<file path="src/rtl/div_result_bcd.sv">
// Converts a finished divider quotient/remainder pair to packed BCD.
// Both operands run through a shared iterative double-dabble, one bit per clock.
module div_result_bcd #(
  parameter int unsigned WIDTH  = 8,
  parameter int unsigned DIGITS = 3
) (
  input  logic                  clock,
  input  logic                  reset_n,
  input  logic                  in_valid,
  output logic                  in_ready,
  input  logic [WIDTH-1:0]      quotient,
  input  logic [WIDTH-1:0]      remainder,
  output logic                  out_valid,
  input  logic                  out_ready,
  output logic [DIGITS*4-1:0]   q_bcd,
  output logic [DIGITS*4-1:0]   r_bcd,
  output logic                  busy
);

  localparam int unsigned BCD_W = DIGITS * 4;
  localparam int unsigned CNT_W = (WIDTH > 1) ? $clog2(WIDTH) : 1;
  localparam int unsigned SR_W  = BCD_W + WIDTH;
  localparam logic [CNT_W-1:0] LAST = CNT_W'(WIDTH - 1);

  typedef enum logic [1:0] {
    IDLE    = 2'd0,
    CONVERT = 2'd1,
    DONE    = 2'd2
  } state_t;

  state_t             state, state_d;
  logic [CNT_W-1:0]   cnt, cnt_d;
  logic [WIDTH-1:0]   q_bin, q_bin_d, r_bin, r_bin_d;
  logic [BCD_W-1:0]   q_acc, q_acc_d, r_acc, r_acc_d;
  logic [BCD_W-1:0]   q_bcd_d, r_bcd_d;
  logic [SR_W-1:0]    q_step, r_step;

  // One double-dabble iteration: nibble-local add-3, then shift {bcd, bin} left.
  function automatic logic [SR_W-1:0] dabble(input logic [BCD_W-1:0] acc,
                                             input logic [WIDTH-1:0] bin);
    logic [BCD_W-1:0] adj;
    adj = acc;
    for (int i = 0; i < int'(DIGITS); i++) begin
      if (acc[i*4 +: 4] >= 4'd5) adj[i*4 +: 4] = acc[i*4 +: 4] + 4'd3;
    end
    return SR_W'({adj, bin} << 1);
  endfunction

  always_comb begin
    state_d = state;
    cnt_d   = cnt;
    q_bin_d = q_bin;
    r_bin_d = r_bin;
    q_acc_d = q_acc;
    r_acc_d = r_acc;
    q_bcd_d = q_bcd;
    r_bcd_d = r_bcd;
    q_step  = dabble(q_acc, q_bin);
    r_step  = dabble(r_acc, r_bin);

    case (state)
      IDLE: begin
        if (in_valid) begin
          state_d = CONVERT;
          q_bin_d = quotient;
          r_bin_d = remainder;
          q_acc_d = '0;
          r_acc_d = '0;
          cnt_d   = '0;
        end
      end
      CONVERT: begin
        q_acc_d = q_step[SR_W-1:WIDTH];
        q_bin_d = q_step[WIDTH-1:0];
        r_acc_d = r_step[SR_W-1:WIDTH];
        r_bin_d = r_step[WIDTH-1:0];
        cnt_d   = cnt + CNT_W'(1);
        if (cnt == LAST) begin
          state_d = DONE;
          q_bcd_d = q_step[SR_W-1:WIDTH];
          r_bcd_d = r_step[SR_W-1:WIDTH];
        end
      end
      DONE: begin
        if (out_ready) state_d = IDLE;
      end
      default: state_d = IDLE;
    endcase
  end

  always_ff @(posedge clock or negedge reset_n) begin
    if (!reset_n) begin
      state <= IDLE;
      cnt   <= '0;
      q_bin <= '0;
      r_bin <= '0;
      q_acc <= '0;
      r_acc <= '0;
      q_bcd <= '0;
      r_bcd <= '0;
    end else begin
      state <= state_d;
      cnt   <= cnt_d;
      q_bin <= q_bin_d;
      r_bin <= r_bin_d;
      q_acc <= q_acc_d;
      r_acc <= r_acc_d;
      q_bcd <= q_bcd_d;
      r_bcd <= r_bcd_d;
    end
  end

  // Handshake flags are pure decodes of the state register.
  assign in_ready  = (state == IDLE);
  assign busy      = (state == CONVERT);
  assign out_valid = (state == DONE);

endmodule

</file>
<file path="config.mk">
export PLATFORM = sky130hd
export DESIGN_NAME = div_result_bcd
export DESIGN_NICKNAME = d
export VERILOG_FILES = /design/src/rtl/div_result_bcd.sv
export SDC_FILE = /design/constraint.sdc
export NUM_CORES = 1
export LEC_CHECK = 0
export CORE_UTILIZATION = 25
export CTS_CLUSTER_DIAMETER = 50
export DETAILED_ROUTE_END_ITERATION = 10
export SLEW_MARGIN = 20
export SYNTH_ARGS = -nofsm -noshare
export SYNTH_HDL_FRONTEND = slang
export SYNTH_SLANG_ARGS = --single-unit
</file>
<file path="constraint.sdc">
create_clock -name clock -period 3.3 [get_ports clock]
set_clock_uncertainty 0.05 [all_clocks]
set_input_delay 0.66 -clock clock [delete_from_list [all_inputs] [get_ports clock]]
set_output_delay 0.66 -clock clock [all_outputs]
set_load 0.01 [all_outputs]
</file>
==> qor.csv, run 1 <==
metric,value,unit
status,completed,
LEAKAGE,0.00189,uW
clk buf depth,2,
"Critical Path, Cell by Cell",nand2b_4 -> inv_4 -> clkdlybuf4s50_1,
Setup Buffers After CTS,0,
grt ovf,0,
HPWL after detailed placement,4970,um
Area growth syn-to-layout,27.9,%
synth unique cells,28,
number of DRC markers in iteration 0,98,
Clk network pwr share,23.2,%
Fmax,0.370,GHz
Multi-input gate area,1520,um^2
largest cells by area after synthesis,"dfrtp_1 (51%), o21ai_0 (6.8%), ha_1 (5.2%)",
total CTS buffers,9,
Antenna Violating Nets Remaining,0,
WL/cell,13.3,um
Max IR drop VDD,0.299,mV
setup TNS,0,ns
Seq cells post-synth,69,
most frequent cells in the layout,"dfrtp_1 (69), o21ai_0 (46), clkdlybuf4s50_1 (45)",
critical path type,reg -> out,
core area,13200,um^2
worst path bufs/invs,2,
Max-Slew Margin vs Limit,54.3,%
Syn Nets,358,
Power Density,992,nW/um^2
Max-Cap Viols,0,
Worst-path clk slew,0.05,ns
Die ar.,14000,um^2
cell family with most CP delay,flip-flops,
Total GRT Usage,11.5,%
utilization after layout,32.8,%
Final Critical Period,2.70,ns
worst slew pin tran,0.686,ns
RSZ-0062 raised after global routing,no,
placed insts,536,
first-pass GRT wire length,12700,um
DR vias,2552,
Initial Util,25.6,%
syn avg cell area,10.5,um^2
Seq pwr share,35.3,%
"commonest non-fill, non-tap cell in the layout",dfrtp_1,
CP endpoint kind,primary output,
IO buf count,46,
vias in the first global route,2598,
layout cells sized above 1,11.7,%
final setup fails,0,
Worst setup SP type,register,
Die Span Y,119,um
largest net degree at the start of global routing,38,
Synth top area share,50.9,%
final cell count without fillers,552,
Final Wtd Congestion,0.739,
Via density,4.62,
storage element area,1730,um^2
PostCTS Resize Cnt,0,
mapped cell area,3390,um^2
Die W,119,um
drt drc,0,
sequential fraction of the synthesis area,50.9,%
I/O Pins,47,
endpoints failing hold,0,
P_sw,1530,uW
Worst-Skew Late Latency,0.33,ns
worst path arrival time,1.99,ns
worst hold path class,in -> async,
# rows,42,
# nets final,405,
synth warn,0,
internal power,2770,uW
Clock Tree Root,clkbuf_16,
Tcrit/Tclk final,81.9,%
H-tree levels,3,
critical path's largest stage delay,0.78,ns
# diodes,0,
DR pass1 iterations,4,
Cells after Synth,324,
Num Clock Sinks,69,
Routed WL,7320,um
CTS tree,built,
Crit Path Max Fanout,21,
Max Slew Vio Count,0,
initial antenna violation count,0,
Worst path slowest cell,dfrtp_1,
post-synth top area cell,dfrtp_1,
# hold bufs at CTS,0,
Sw Ratio,35.6,%
Fillers,1372,
combinational share of power,41.5,%
Critical Path RT,2.59,ns
[Yosys cell counts]
library cell and instances:
nand2b_1 7, nand2b_4 1, nor3_1 6, nor2b_1 17, nor2_1 2, ha_1 14
buf_2 8, nor3b_1 10, inv_1 14, mux2i_1 5, o21bai_2 1, xnor2_1 6
dfrtp_1 69, buf_4 2, clkbuf_1 5, a21oi_2 4, a22oi_1 14, o21ai_0 46
nand2_4 1, a22o_1 14, a21oi_1 28, nand2_1 27, mux2_2 9, mux2_4 5
inv_4 1, nand3_1 6, buf_6 1, clkbuf_2 1
[worst paths after layout]
check | startpoint | cells past startpoint | slack, ns | endpoint
setup / recovery | state[0] | 3 | 0.60 | busy
hold / removal | reset_n | 1 | 0.19 | q_bcd[11]
setup reg to reg | state[0] | 5 | 0.90 | r_bcd[9]
hold reg to reg | q_bcd[10] | 2 | 0.43 | q_bcd[10]
max in group asynchronous | reset_n | 2 | 2.30 | r_bin[1]
min in group clock | q_bcd[10] | 2 | 0.43 | q_bcd[10]
[cell type report]
| class | instances | area share [%] |
|---|---|---|
| Tap cell | 176 | 5.07 |
| Timing Repair Buffer | 53 | 11.7 |
| Clock buffer | 11 | 5.36 |
| Multi-Input combinational cell | 223 | 35.0 |
| Clock inverter | 5 | 1.73 |
| Inverter | 15 | 1.36 |
| Sequential cell | 69 | 39.8 |
[kinds of logic (layout without fill, tap and decap cells)]
kind of cell | Yosys count | after routing | synth area share, %
flip-flops | 69 | 69 | 50.9
multiplexers | 19 | 19 | 6.67
AND/OR/NAND/NOR | 77 | 77 | 12.4
XOR/XNOR | 6 | 6 | 1.55
adder cells (fa/ha/maj) | 14 | 14 | 5.16
AO/OA/AOI/OAI | 107 | 107 | 19.0
buffers and inverters | 32 | 84 | 4.39
[power groups by stage]
stage	combinational (uW)	clock [uW]	sequential (uW)
after floorplan	1200	0	1510
after global placement	1740	0	1520
after detailed placement	1810	0	1530
after CTS	1820	1040	1520
after global routing	2010	1070	1580
final	1790	1000	1520
[flip-flops by register name (all words and copies together) (netlist names)]
register	count
state	2
r_bin	8
q_bcd	12
cnt	3
q_bin	8
r_acc	12
r_bcd	12
q_acc	12
[per-layer routing]
metal	share of wire, %	vias up	track usage (%)
met3	4.2	9	3.67
li1	-	1236	-
met2	46	64	18.4
met1	48	1243	14.4
met4	1.6	0	4.51
met5	0	-	0
[stage by stage]
stage / power [uW] / instance area, um^2 / setup slack [ns] / hold slack, ns
after detailed placement: 3340 / 4030 / 0.891 / 0.420
final: 4310 / 4340 / 0.596 / 0.187
after floorplan: 2700 / 3390 / 1.59 / 0.314
after CTS: 4370 / 4340 / 0.568 / 0.188
after global routing: 4650 / 4340 / 0.493 / 0.204
after global placement: 3260 / 4030 / 0.939 / 0.415
Note: power is estimated with default switching activity, not from simulation.
==> run 2, diff against run 1 <==
==> constraint.sdc (replaced) <==
create_clock -name clock -period 2.3 [get_ports clock]
set_clock_uncertainty 0.05 [all_clocks]
set_input_delay 0.46 -clock clock [delete_from_list [all_inputs] [get_ports clock]]
set_output_delay 0.46 -clock clock [all_outputs]
set_load 0.01 [all_outputs]
==> qor.csv, run 2 (synthesis gave the netlist of run 1 again) <==
metric,value,unit
status,completed,
Via density,4.57,
fin area,4370,um^2
Multi-input gate area,1520,um^2
layout cells sized above 1,13.4,%
Sw Ratio,36.4,%
Max Used Layer,met4,
launch point of the worst path,state[0],
IO buf count,46,
DR pass1 iterations,4,
most frequent cells in the layout,"dfrtp_1 (68), o21ai_0 (46), clkdlybuf4s50_1 (45)",
Worst path slowest cell,clkdlybuf4s50_1,
Max-Cap Viols,0,
Final Wtd Congestion,0.791,
Antenna Violating Nets Remaining,0,
worst path bufs/invs,2,
Setup Buffers After CTS,0,
Power Density,1390,nW/um^2
cell family with most CP delay,buffers and inverters,
vias in the first global route,2589,
core area,13200,um^2
P_sw,2210,uW
drt drc,0,
Fillers,1409,
met1 wire length,3470,um
HPWL after detailed placement,5010,um
Area growth syn-to-layout,28.7,%
CP endpoint kind,primary output,
Worst-Skew Late Latency,0.33,ns
endpoints failing hold,0,
clk buf depth,2,
"commonest non-fill, non-tap cell in the layout",dfrtp_1,
Max IR drop VDD,0.459,mV
Worst-path clk slew,0.05,ns
"Critical Path, Cell by Cell",nand2b_1 -> inv_1 -> clkdlybuf4s50_1,
Num Clock Sinks,69,
worst slew pin tran,0.552,ns
Clock Tree Root,clkbuf_16,
number of DRC markers in iteration 0,134,
Crit Path Max Fanout,10,
dpl cell area,4080,um^2
worst path arrival time,1.61,ns
Max Slew Vio Count,0,
initial antenna violation count,0,
largest net degree at the start of global routing,38,
Final Critical Period,2.12,ns
DR vias,2548,
storage element area,1730,um^2
H-tree levels,3,
# nets final,410,
CTS tree,built,
Routed WL,7370,um
met2 wire length,3430,um
# rows,42,
Die Span Y,119,um
# hold bufs at CTS,0,
Critical Path RT,1.79,ns
Worst setup SP type,register,
internal power,3860,uW
RSZ-0062 raised after global routing,no,
combinational share of power,43.2,%
setup TNS,0,ns
WL/cell,13.2,um
Initial Util,25.6,%
LEAKAGE,0.00191,uW
critical path's largest stage delay,0.53,ns
total CTS buffers,9,
critical path type,reg -> out,
Reg-to-Reg Start,state[0],
Total GRT Usage,11.6,%
I/O Pins,47,
final setup fails,0,
Tcrit/Tclk final,92.0,%
grt ovf,0,
Clk network pwr share,21.1,%
Die ar.,14000,um^2
# diodes,0,
routed wl met3,395,um
Fmax,0.472,GHz
Seq pwr share,35.7,%
Max-Slew Margin vs Limit,63.2,%
first-pass GRT wire length,12800,um
Die W,119,um
PostCTS Resize Cnt,0,
worst hold path class,in -> async,
## run 2: layer usage
metal	vias to the layer above	global-route usage [%]
met5	-	0
li1	1244	-
met1	1247	14.9
met4	0	4.03
met3	6	4.58
met2	51	17.7
## run 2: power groups by stage
stage	Sequential, uW	Clock (uW)	Combinational [uW]
finish	2160	1280	2620
global route	2250	1370	2960
CTS	2170	1320	2670
detailed placement	2180	0	2650
global placement	2160	0	2560
floorplan	2160	0	1720
## run 2: worst register-to-register path, stage by stage (launching register included)
cell and delay [ns]:
dfrtp_2 0.49, nand2b_4 0.11, inv_4 0.03, buf_4 0.20, nand2_4 0.38, mux2_2 0.40
## run 2: final cells by class
cell class | instances | area share (%)
clock buffers | 12 | 5.88
clock inverters | 4 | 0.516
repair buffers | 58 | 12.9
well taps | 176 | 5.04
inverters | 15 | 1.35
multi-input cells | 223 | 34.8
flip-flops and latches | 69 | 39.6
## run 2: stage by stage
stage | hold slack [ns] | utilization (%) | total power [uW] | cells | worst slack (ns)
global placement | 0.413 | 30.8 | 4730 | 541 | 0.446
floorplan | 0.114 | - | 3880 | 324 | 0.747
finish | 0.0633 | 33.0 | 6060 | 557 | 0.183
detailed placement | 0.422 | 30.8 | 4830 | 541 | 0.374
global route | 0.0969 | 33.0 | 6590 | 557 | 0.0461
CTS | 0.0703 | 32.9 | 6150 | 557 | 0.0972
## run 2: worst paths after layout
path	end	slack (ns)	depth (start not counted)
max in group asynchronous	state[0]	1.39	2
min in group clock	r_bcd[10]	0.43	2
max	out_valid	0.18	3
max reg2reg	r_bcd[5]	0.53	5
min	r_bcd[7]	0.06	1
min reg2reg	r_bcd[10]	0.43	2
==> run 3, diff against run 2 <==
--- a/config.mk
+++ b/config.mk
@@ -6,7 +6,6 @@
 export NUM_CORES = 1
 export LEC_CHECK = 0
 export CORE_UTILIZATION = 25
-export CTS_CLUSTER_DIAMETER = 50
 export DETAILED_ROUTE_END_ITERATION = 10
 export SLEW_MARGIN = 20
 export SYNTH_ARGS = -nofsm -noshare
==> results of run 3 <==
Final layout, timing and power as in run 2 (identical DEF).
